<file path="src/rtl/fpu_add_sub_pkg.sv">
// Shared constants and result record for the FPU add/sub datapath.
// The normalise record is reused by the exponent-adjust and packing stages.
package fpu_add_sub_pkg;

    localparam int SIZE_EXP  = 8;
    localparam int SIZE_MAN  = 23;
    localparam int SIZE_SUM  = SIZE_MAN + 2;
    localparam int SIZE_LOPD = 8;

    typedef struct packed {
        logic                 sign;
        logic [SIZE_EXP-1:0]  exp;
        logic [SIZE_LOPD-1:0] lopd;
        logic                 overflow;
        logic                 underflow;
        logic                 zero;
        logic [SIZE_MAN-1:0]  mant;
    } norm_result_t;

endpackage

</file>
<file path="src/rtl/add_sub_mant_normalize_if.sv">
// Upstream/downstream handshake and data bundle of the mantissa normalise stage.
// The slave modport is the stage's view; master is the surrounding datapath.
interface add_sub_mant_normalize_if #(
    parameter int SIZE_EXP  = fpu_add_sub_pkg::SIZE_EXP,
    parameter int SIZE_MAN  = fpu_add_sub_pkg::SIZE_MAN,
    parameter int SIZE_LOPD = fpu_add_sub_pkg::SIZE_LOPD
) ();
    localparam int SIZE_SUM = SIZE_MAN + 2;

    logic                 i_valid;
    logic                 o_ready;
    logic                 i_sign;
    logic [SIZE_EXP-1:0]  i_exp_value;
    logic [SIZE_SUM-1:0]  i_sum;
    logic                 o_valid;
    logic                 i_ready;
    logic                 o_sign;
    logic [SIZE_EXP-1:0]  o_exp_value;
    logic [SIZE_LOPD-1:0] o_lopd_value;
    logic                 o_overflow;
    logic                 o_underflow;
    logic                 o_zero_flag;
    logic [SIZE_MAN-1:0]  o_mant;

    modport slave (
        input  i_valid, i_sign, i_exp_value, i_sum, i_ready,
        output o_ready, o_valid, o_sign, o_exp_value, o_lopd_value,
               o_overflow, o_underflow, o_zero_flag, o_mant
    );

    modport master (
        output i_valid, i_sign, i_exp_value, i_sum, i_ready,
        input  o_ready, o_valid, o_sign, o_exp_value, o_lopd_value,
               o_overflow, o_underflow, o_zero_flag, o_mant
    );

endinterface

</file>
<file path="src/rtl/add_sub_lopd.sv">
// Combinational leading-one detector: number of zeros above the first set bit
// of i_vec, plus an all-zero flag (count is 0 when i_vec is zero).
module add_sub_lopd #(
    parameter int W  = 24,
    parameter int CW = 8
) (
    input  logic [W-1:0]  i_vec,
    output logic [CW-1:0] o_count,
    output logic          o_zero
);

    // Scanning upward lets the highest set bit overwrite lower ones.
    always_comb begin
        o_count = '0;
        for (int i = 0; i < W; i++) begin
            if (i_vec[i]) begin
                o_count = CW'(W - 1 - i);
            end
        end
    end

    assign o_zero = ~|i_vec;

endmodule

</file>
<file path="src/rtl/add_sub_mant_normalize.sv">
// Two-stage normalise stage: stage 1 finds the leading one and classifies,
// stage 2 shifts the mantissa and registers the flags for exponent adjust.
module add_sub_mant_normalize #(
    parameter int SIZE_EXP  = fpu_add_sub_pkg::SIZE_EXP,
    parameter int SIZE_MAN  = fpu_add_sub_pkg::SIZE_MAN,
    parameter int SIZE_LOPD = fpu_add_sub_pkg::SIZE_LOPD
) (
    input  logic                     i_clk,
    input  logic                     i_rst_n,
    add_sub_mant_normalize_if.slave  bus
);

    localparam int SIZE_SUM = SIZE_MAN + 2;
    localparam int CMP_W    = (SIZE_LOPD > SIZE_EXP) ? SIZE_LOPD : SIZE_EXP;

    logic                 s1_adv, s2_adv;
    logic [SIZE_LOPD-1:0] lz_raw;
    logic                 frac_zero;

    logic                 s1_valid_q, s1_valid_d;
    logic                 s1_sign_q,  s1_sign_d;
    logic [SIZE_EXP-1:0]  s1_exp_q,   s1_exp_d;
    logic [SIZE_SUM-1:0]  s1_sum_q,   s1_sum_d;
    logic                 s1_ovf_q,   s1_ovf_d;
    logic                 s1_zero_q,  s1_zero_d;
    logic [SIZE_LOPD-1:0] s1_lz_q,    s1_lz_d;

    logic                 o_valid_q,  o_valid_d;
    logic                 o_sign_q,   o_sign_d;
    logic [SIZE_EXP-1:0]  o_exp_q,    o_exp_d;
    logic [SIZE_LOPD-1:0] o_lopd_q,   o_lopd_d;
    logic                 o_ovf_q,    o_ovf_d;
    logic                 o_unf_q,    o_unf_d;
    logic                 o_zero_q,   o_zero_d;
    logic [SIZE_MAN-1:0]  o_mant_q,   o_mant_d;

    logic [SIZE_MAN-1:0]  norm_mant;
    logic                 unf_c;

    assign s2_adv      = ~o_valid_q | bus.i_ready;
    assign s1_adv      = ~s1_valid_q | s2_adv;
    assign bus.o_ready = s1_adv;

    add_sub_lopd #(
        .W  (SIZE_SUM - 1),
        .CW (SIZE_LOPD)
    ) u_lopd (
        .i_vec   (bus.i_sum[SIZE_SUM-2:0]),
        .o_count (lz_raw),
        .o_zero  (frac_zero)
    );

    always_comb begin
        s1_valid_d = s1_valid_q;
        s1_sign_d  = s1_sign_q;
        s1_exp_d   = s1_exp_q;
        s1_sum_d   = s1_sum_q;
        s1_ovf_d   = s1_ovf_q;
        s1_zero_d  = s1_zero_q;
        s1_lz_d    = s1_lz_q;
        if (s1_adv) begin
            s1_valid_d = bus.i_valid;
            s1_sign_d  = bus.i_sign;
            s1_exp_d   = bus.i_exp_value;
            s1_sum_d   = bus.i_sum;
            s1_ovf_d   = bus.i_sum[SIZE_SUM-1];
            s1_zero_d  = ~bus.i_sum[SIZE_SUM-1] & frac_zero;
            s1_lz_d    = lz_raw;
        end
    end

    // Shifting by lz puts the leading one in the hidden position; the
    // truncation keeps only the fraction below it.
    assign norm_mant = SIZE_MAN'(s1_sum_q << s1_lz_q);
    assign unf_c     = ~s1_ovf_q & ~s1_zero_q & (CMP_W'(s1_lz_q) >= CMP_W'(s1_exp_q));

    always_comb begin
        o_valid_d = o_valid_q;
        o_sign_d  = o_sign_q;
        o_exp_d   = o_exp_q;
        o_lopd_d  = o_lopd_q;
        o_ovf_d   = o_ovf_q;
        o_unf_d   = o_unf_q;
        o_zero_d  = o_zero_q;
        o_mant_d  = o_mant_q;
        if (s2_adv) begin
            o_valid_d = s1_valid_q;
            o_sign_d  = s1_sign_q;
            o_exp_d   = s1_exp_q;
            o_lopd_d  = '0;
            o_ovf_d   = 1'b0;
            o_unf_d   = 1'b0;
            o_zero_d  = 1'b0;
            o_mant_d  = '0;
            if (s1_ovf_q) begin
                o_ovf_d  = 1'b1;
                o_mant_d = s1_sum_q[SIZE_SUM-2:1];
            end else if (s1_zero_q) begin
                o_zero_d = 1'b1;
            end else if (unf_c) begin
                o_unf_d  = 1'b1;
                o_zero_d = 1'b1;
            end else begin
                o_lopd_d = s1_lz_q;
                o_mant_d = norm_mant;
            end
        end
    end

    always_ff @(posedge i_clk or negedge i_rst_n) begin
        if (!i_rst_n) begin
            s1_valid_q <= 1'b0;
            s1_sign_q  <= 1'b0;
            s1_exp_q   <= '0;
            s1_sum_q   <= '0;
            s1_ovf_q   <= 1'b0;
            s1_zero_q  <= 1'b0;
            s1_lz_q    <= '0;
            o_valid_q  <= 1'b0;
            o_sign_q   <= 1'b0;
            o_exp_q    <= '0;
            o_lopd_q   <= '0;
            o_ovf_q    <= 1'b0;
            o_unf_q    <= 1'b0;
            o_zero_q   <= 1'b0;
            o_mant_q   <= '0;
        end else begin
            s1_valid_q <= s1_valid_d;
            s1_sign_q  <= s1_sign_d;
            s1_exp_q   <= s1_exp_d;
            s1_sum_q   <= s1_sum_d;
            s1_ovf_q   <= s1_ovf_d;
            s1_zero_q  <= s1_zero_d;
            s1_lz_q    <= s1_lz_d;
            o_valid_q  <= o_valid_d;
            o_sign_q   <= o_sign_d;
            o_exp_q    <= o_exp_d;
            o_lopd_q   <= o_lopd_d;
            o_ovf_q    <= o_ovf_d;
            o_unf_q    <= o_unf_d;
            o_zero_q   <= o_zero_d;
            o_mant_q   <= o_mant_d;
        end
    end

    assign bus.o_valid      = o_valid_q;
    assign bus.o_sign       = o_sign_q;
    assign bus.o_exp_value  = o_exp_q;
    assign bus.o_lopd_value = o_lopd_q;
    assign bus.o_overflow   = o_ovf_q;
    assign bus.o_underflow  = o_unf_q;
    assign bus.o_zero_flag  = o_zero_q;
    assign bus.o_mant       = o_mant_q;

endmodule

</file>
<file path="src/flat_wrapper.sv">
// flat-port wrapper written by rule: the top's interface ports become plain ports
module add_sub_mant_normalize_flat 
#(
    parameter int SIZE_EXP  = fpu_add_sub_pkg::SIZE_EXP,
    parameter int SIZE_MAN  = fpu_add_sub_pkg::SIZE_MAN,
    parameter int SIZE_LOPD = fpu_add_sub_pkg::SIZE_LOPD
)
  (i_clk, i_rst_n, bus_i_valid, bus_i_sign, bus_i_exp_value, bus_i_sum, bus_i_ready, bus_o_ready, bus_o_valid, bus_o_sign, bus_o_exp_value, bus_o_lopd_value, bus_o_overflow, bus_o_underflow, bus_o_zero_flag, bus_o_mant);
  add_sub_mant_normalize_if #(.SIZE_EXP(SIZE_EXP), .SIZE_MAN(SIZE_MAN), .SIZE_LOPD(SIZE_LOPD)) bus_i ();
  input  logic i_clk;
  input  logic i_rst_n;
  input wire logic [$bits(bus_i.i_valid)-1:0] bus_i_valid;
  input wire logic [$bits(bus_i.i_sign)-1:0] bus_i_sign;
  input wire logic [$bits(bus_i.i_exp_value)-1:0] bus_i_exp_value;
  input wire logic [$bits(bus_i.i_sum)-1:0] bus_i_sum;
  input wire logic [$bits(bus_i.i_ready)-1:0] bus_i_ready;
  output wire logic [$bits(bus_i.o_ready)-1:0] bus_o_ready;
  output wire logic [$bits(bus_i.o_valid)-1:0] bus_o_valid;
  output wire logic [$bits(bus_i.o_sign)-1:0] bus_o_sign;
  output wire logic [$bits(bus_i.o_exp_value)-1:0] bus_o_exp_value;
  output wire logic [$bits(bus_i.o_lopd_value)-1:0] bus_o_lopd_value;
  output wire logic [$bits(bus_i.o_overflow)-1:0] bus_o_overflow;
  output wire logic [$bits(bus_i.o_underflow)-1:0] bus_o_underflow;
  output wire logic [$bits(bus_i.o_zero_flag)-1:0] bus_o_zero_flag;
  output wire logic [$bits(bus_i.o_mant)-1:0] bus_o_mant;
  assign bus_i.i_valid = bus_i_valid;
  assign bus_i.i_sign = bus_i_sign;
  assign bus_i.i_exp_value = bus_i_exp_value;
  assign bus_i.i_sum = bus_i_sum;
  assign bus_i.i_ready = bus_i_ready;
  assign bus_o_ready = bus_i.o_ready;
  assign bus_o_valid = bus_i.o_valid;
  assign bus_o_sign = bus_i.o_sign;
  assign bus_o_exp_value = bus_i.o_exp_value;
  assign bus_o_lopd_value = bus_i.o_lopd_value;
  assign bus_o_overflow = bus_i.o_overflow;
  assign bus_o_underflow = bus_i.o_underflow;
  assign bus_o_zero_flag = bus_i.o_zero_flag;
  assign bus_o_mant = bus_i.o_mant;
  add_sub_mant_normalize #(.SIZE_EXP(SIZE_EXP), .SIZE_MAN(SIZE_MAN), .SIZE_LOPD(SIZE_LOPD)) u_core (.i_clk(i_clk), .i_rst_n(i_rst_n), .bus(bus_i));
endmodule
</file>
<file path="config.mk">
export PLATFORM = sky130hd
export DESIGN_NAME = add_sub_mant_normalize_flat
export DESIGN_NICKNAME = d
export VERILOG_FILES = /design/src/rtl/fpu_add_sub_pkg.sv /design/src/rtl/add_sub_mant_normalize_if.sv /design/src/rtl/add_sub_lopd.sv /design/src/rtl/add_sub_mant_normalize.sv /design/src/flat_wrapper.sv
export SDC_FILE = /design/constraint.sdc
export NUM_CORES = 1
export LEC_CHECK = 0
export CAP_MARGIN = 40
export CORE_MARGIN = 10
export CORE_UTILIZATION = 45
export CTS_BUF_LIST = sky130_fd_sc_hd__clkbuf_16
export DETAILED_ROUTE_END_ITERATION = 8
export GPL_ROUTABILITY_DRIVEN = 0
export GPL_TIMING_DRIVEN = 0
export PLACE_DENSITY = 0.82
export REMOVE_ABC_BUFFERS = 1
export SKIP_CTS_REPAIR_TIMING = 1
export SLEW_MARGIN = 20
export SYNTH_ARGS = -nofsm -noshare
export SYNTH_HDL_FRONTEND = slang
export SYNTH_SLANG_ARGS = --single-unit
</file>
<file path="constraint.sdc">
create_clock -name i_clk -period 4.15 [get_ports i_clk]
set_input_delay 0.83 -clock i_clk [delete_from_list [all_inputs] [get_ports i_clk]]
set_output_delay 0.83 -clock i_clk [all_outputs]
set_load 0.1 [all_outputs]
</file>
==> results of run 1 <==
==> cells by family after synthesis <==
family                   synth area share (%)
multiplexers                             11.8
other                                  0.0784
AND/OR/NAND/NOR                          21.6
buffers and inverters                    5.65
AO/OA/AOI/OAI                            16.6
flip-flops                               42.9
adder cells (fa/ha/maj)                  1.31
==> sequential cells by signal, summed over array words and instances, names as in the netlist <==
register and flops:
u_core.bus.o_exp_value 8, u_core.bus.o_lopd_value 5, u_core.bus.o_mant 23, u_core.bus.o_overflow 1, u_core.bus.o_sign 1, u_core.bus.o_underflow 1, u_core.bus.o_valid 1, u_core.bus.o_zero_flag 1
u_core.s1_exp_q 8, u_core.s1_lz_q 5, u_core.s1_ovf_q 1, u_core.s1_sign_q 1, u_core.s1_sum_q 24, u_core.s1_valid_q 1, u_core.s1_zero_q 1
==> cells in the final DEF (no fill, tap or decap), types with 6 or more instances in the layout <==
cell             synthesis  layout
nand2_1                153     153
dfrtp_1                 82      80
clkdlybuf4s50_1          0      78
buf_8                    0      39
nor2_1                  33      33
o21ai_0                 32      32
mux2i_1                 32      32
a21oi_1                 28      28
inv_1                   16      16
and3_1                  15      15
a221o_1                 13      13
clkbuf_16                0       9
nand3_1                  8       8
o22ai_1                  8       8
buf_16                   0       8
o31ai_1                  7       7
a31oi_1                  7       7
nand2b_1                 6       6
nor4_1                   6       6
o211ai_1                 6       6
mux4_2                   6       6
==> power breakdown <==
part           switching (W)  total, W  leakage [nW]  internal, W
Sequential          0.000108   0.00101          1.00     0.000905
Combinational       0.000898   0.00144          1.85     0.000547
Clock               0.000348  0.000820         0.146     0.000472
==> cell type report <==
type / count / area, um^2
clock inverters: 7 / 75.1
flip-flops and latches: 82 / 2050
repair buffers: 129 / 1630
multi-input cells: 415 / 2490
fillers: 782 / 3610
well taps: 136 / 170
clock buffers: 9 / 225
inverters: 17 / 63.8
==> critical path: stages <==
cell,delay [ps]
clkdlybuf4s50_1,520
nor2b_4,50
and2_4,210
inv_1,470
clkdlybuf4s50_1,630
buf_8,200
==> per-stage QoR <==
stage / instances / hold WS (ps) / area, um^2 / setup TNS [ps] / worst slack, ps
global placement: 728 / 432 / 5540 / -121710 / -3690
CTS: 792 / 424 / 6680 / -461 / -461
global route: 795 / 445 / 6710 / 0 / 313
detailed placement: 776 / 456 / 6380 / -437 / -437
finish: 795 / 408 / 6710 / 0 / 390
floorplan: 513 / 425 / 4580 / -32360 / -1250
==> metal layers <==
metal,routed length (um),up-vias,part of all wire (%)
met2,6830,254,48
met4,489,0,3.5
met1,5610,2153,40
li1,-,2139,-
met3,1200,58,8.5
met5,0,-,0
==> worst min-delay path by stage <==
| stage | endpoint | slack, ps | depth (start not counted) |
|---|---|---|---|
| after floorplan | u_core.bus.o_valid$_DFFE_PN0P_ | 430 | 1 |
| final | u_core.bus.o_exp_value[3]$_DFFE_PN0P_ | 410 | 1 |
| after global placement | u_core.bus.o_valid$_DFFE_PN0P_ | 430 | 1 |
| after detailed placement | u_core.bus.o_valid$_DFFE_PN0P_ | 460 | 1 |
| after global routing | u_core.bus.o_exp_value[3]$_DFFE_PN0P_ | 450 | 1 |
| after CTS | u_core.bus.o_exp_value[3]$_DFFE_PN0P_ | 420 | 1 |
==> impl_metrics.tcl, run 1 <==
set metrics [dict create \
    outcome "finished clean" \
    grt_busiest_layer "met2" \
    synth_seq_cells 82 \
    grt_pass1_vias 4545 \
    cts.clk_slew.worst_paths_ps 70 \
    fp.dieW_um 123 \
    vdd_drop_max_mv 0.317 \
    grt-ovfl-total 0 \
    clk_latency_ps 350 \
    drv_cap 0 \
    synthToLayoutAreaGrowth_pct 40.4 \
    synth_top_cell_by_area "dfrtp_1" \
    initial_core_util_pct 46.3 \
    worstReg2RegEnd "u_core.bus.o_mant[2]$_DFFE_PN0P_" \
    io_pins 83 \
    num_antenna_cells 0 \
    leakage_nw 3.00 \
    skew_ps 9.13 \
    drcViolationCount 0 \
    fmax_mhz 266 \
    die_h_um 123 \
    fin_crit_sh_pct 90.6 \
    worstReg2RegStart "u_core.s1_lz_q[0]$_DFFE_PN0P_" \
    synth.area.top_cells "dfrtp_1 43%, nand2_1 12%, mux2i_1 6.7%, o21ai_0 3.3%, a21oi_1 2.9%" \
    async_flop_share_pct 100 \
    critPathCapture "bus_o_ready" \
    drive_above_1_share_pct 13.8 \
    setup_viol 0 \
    p_total_w 0.00328 \
    powerDensity_nw_per_um2 488 \
    ctsLongestPathBuffers 2 \
    critPathMaxFanout 22 \
    grt_use_total_pct 18.0 \
    synth_cells 553 \
    reg2reg_slack_ps 640 \
    grt_util_met1_pct 22.0 \
    startpoint_type "input pin" \
    first_pass_iters 5 \
    rsz0062_at_grt "false" \
    cts_max_level 3 \
    met3_usage_pct 3.69 \
    num_vias 4604 \
    cts_sinks 82 \
    synth_area_um2 4780 \
    synth_top_flop_cell "dfrtp_1" \
    cp.arrival_ps 2930 \
    ys_types 55 \
    cts_made_buffers 9 \
    post-synth-top-count-cell "nand2_1" \
    coreArea_um2 10300 \
    drtIter0Drc 461 \
    synth_common_cells "153 x nand2_1, 82 x dfrtp_1, 33 x nor2_1" \
    final-hold-violation-count 0 \
    tightestPinTransition_ps 829 \
    wl_per_cell_um 17.8 \
    final_max_slew_viol_count 0 \
    cts_tree "yes" \
    antenna_found_initial 0 \
    r2r_cells 8 \
    ys_seq_area_share_pct 42.9 \
    ant_nets 0 \
    cp-startpoint "bus_i_ready" \
    yosys_warnings 0 \
    yosysTopAreaCellShare_pct 42.9 \
    grt_max_degree 53 \
    grt_pass1_wl_mm 22.2 \
    num_rows 37 \
    utilization_pct 65.0 \
    post-route-min-period_ps 3760 \
    required_ps 3320 \
    end_kind "output port" \
    die_area_um2 15100 \
    nets 697 \
    synth-edff-count 0 \
    io_buffers 79 \
    dp_hpwl_mm 10.3 \
    root_buffer "clkbuf_16" \
    routed_wl_mm 14.1 \
    crit_type "input pin to output port" \
    maxSlewHeadroom_pct 44.7 \
    routed_via_density 5.79 \
    hold_path_class "input pin to async pin" \
    synth_area_per_cell_um2 8.65 \
    met2_usage_pct 29.6 \
]
(Power assumes the default switching activity.)
==> inputs of run 2 (changes only) <==
ABC_CLOCK_PERIOD_IN_PS = 4150   (was not set)
CORE_MARGIN = not set   (was 10)
GPL_TIMING_DRIVEN = not set   (was 0)
==> impl_metrics.tcl, run 2 (synthesis results as in run 1) <==
set metrics [dict create \
    outcome "finished clean" \
    leakage_nw 2.95 \
    root_buffer "clkbuf_16" \
    ctsLongestPathBuffers 2 \
    drv_cap 0 \
    routed_via_density 5.82 \
    worstReg2RegEnd "u_core.bus.o_mant[3]$_DFFE_PN0P_" \
    utilization_pct 63.7 \
    finalInstanceArea_um2 6580 \
    largest_reg_flops 24 \
    fin_crit_sh_pct 69.5 \
    required_ps 4370 \
    grt_pass1_wl_mm 21.5 \
    worstReg2RegStart "u_core.s1_lz_q[3]$_DFFE_PN0P_" \
    post-route-min-period_ps 2880 \
    vdd_drop_max_mv 0.295 \
    cts_max_level 3 \
    grt-ovfl-total 0 \
    startpoint_type "flip-flop" \
    io_buffers 79 \
    synthToLayoutAreaGrowth_pct 37.6 \
    wl_per_cell_um 16.6 \
    first_pass_iters 5 \
    grt_use_total_pct 24.6 \
    final_max_slew_viol_count 0 \
    fp.dieW_um 105 \
    crit_type "flip-flop to flip-flop" \
    routed_wl_mm 13.2 \
    cts_tree "yes" \
    r2r_cells 8 \
    placed_cell_area_um2 6260 \
    layout_commonest_cell "nand2_1" \
    maxSlewHeadroom_pct 45.8 \
    stdcell_count 795 \
    dp_hpwl_mm 9.43 \
    antenna_found_initial 0 \
    num_antenna_cells 0 \
    grt_max_degree 60 \
    coreArea_um2 10300 \
    rsz0062_at_grt "false" \
    skew_ps 5.76 \
    end_kind "flip-flop" \
    dp.cells 778 \
    powerDensity_nw_per_um2 491 \
    hold_path_class "input pin to async pin" \
    die_h_um 105 \
    cts_made_buffers 9 \
    drtIter0Drc 541 \
    critPathMaxFanout 21 \
    final-hold-violation-count 0 \
    p_total_w 0.00323 \
    io_pins 83 \
    nets 697 \
    num_vias 4625 \
    drcViolationCount 0 \
    cts.clk_slew.worst_paths_ps 70 \
    largest-register "u_core.s1_sum_q" \
    ant_nets 0 \
    clk_latency_ps 340 \
    cts_sinks 82 \
    nFillCells 813 \
    final_cell_mix "153 x nand2_1, 82 x dfrtp_1, 77 x clkdlybuf4s50_1" \
    num_rows 37 \
    fmax_mhz 347 \
    finalSetupTns_ps 0 \
    tightestPinTransition_ps 809 \
    initial_core_util_pct 46.3 \
    reg2reg_slack_ps 1270 \
    die_area_um2 11000 \
    setup_viol 0 \
    drive_above_1_share_pct 13.4 \
    cp.arrival_ps 3100 \
    grt_pass1_vias 4396 \
]
## run 2: area by class of cell
class | count | area, um^2 | area share [%]
Inverter | 17 | 63.8 | 0.970
Clock buffer | 9 | 225 | 3.42
Multi-Input combinational cell | 414 | 2470 | 37.6
Clock inverter | 7 | 76.3 | 1.16
Tap cell | 136 | 170 | 2.59
Sequential cell | 82 | 2050 | 31.2
Timing Repair Buffer | 130 | 1520 | 23.1
## run 2: worst max path at each step
stage / endpoint / slack, ps / startpoint / depth (start not counted)
after CTS: bus_o_ready / 1350 / bus_i_ready / 5
after detailed placement: bus_o_ready / 1350 / bus_i_ready / 5
after global placement: bus_o_ready / 1360 / bus_i_ready / 5
after floorplan: bus_o_ready / -1250 / u_core.bus.o_valid$_DFFE_PN0P_ / 3
after global routing: u_core.bus.o_mant[1]$_DFFE_PN0P_ / 1130 / u_core.s1_lz_q[3]$_DFFE_PN0P_ / 8
final: u_core.bus.o_mant[3]$_DFFE_PN0P_ / 1270 / u_core.s1_lz_q[3]$_DFFE_PN0P_ / 8
## run 2: critical path, stage by stage, from the launching register on
cell,delay [ps]
dfrtp_1,850
ha_1,300
nor3_1,80
nor4_1,400
a311oi_1,170
buf_4,210
and3_1,230
nor2b_1,170
a221o_1,350
## run 2: where the power goes
group | internal [W] | total (W) | switching (W)
Combinational | 0.000524 | 0.00142 | 0.000898
Clock | 0.000470 | 0.000804 | 0.000334
Sequential | 0.000905 | 0.00100 | 0.0000963
## run 2: layer usage
metal  wire, um  track usage, %  vias up
met5          0               0        -
met4        562            13.0        0
met3        979            3.62       57
met2       6230            39.0      245
met1       5430            32.7     2173
li1           -               -     2150
## run 2: through the flow
stage	hold slack (ps)	worst slack, ps
final	376	1270
after global routing	411	1130
after CTS	391	1350
after detailed placement	445	1350
after global placement	448	1360
after floorplan	425	-1250
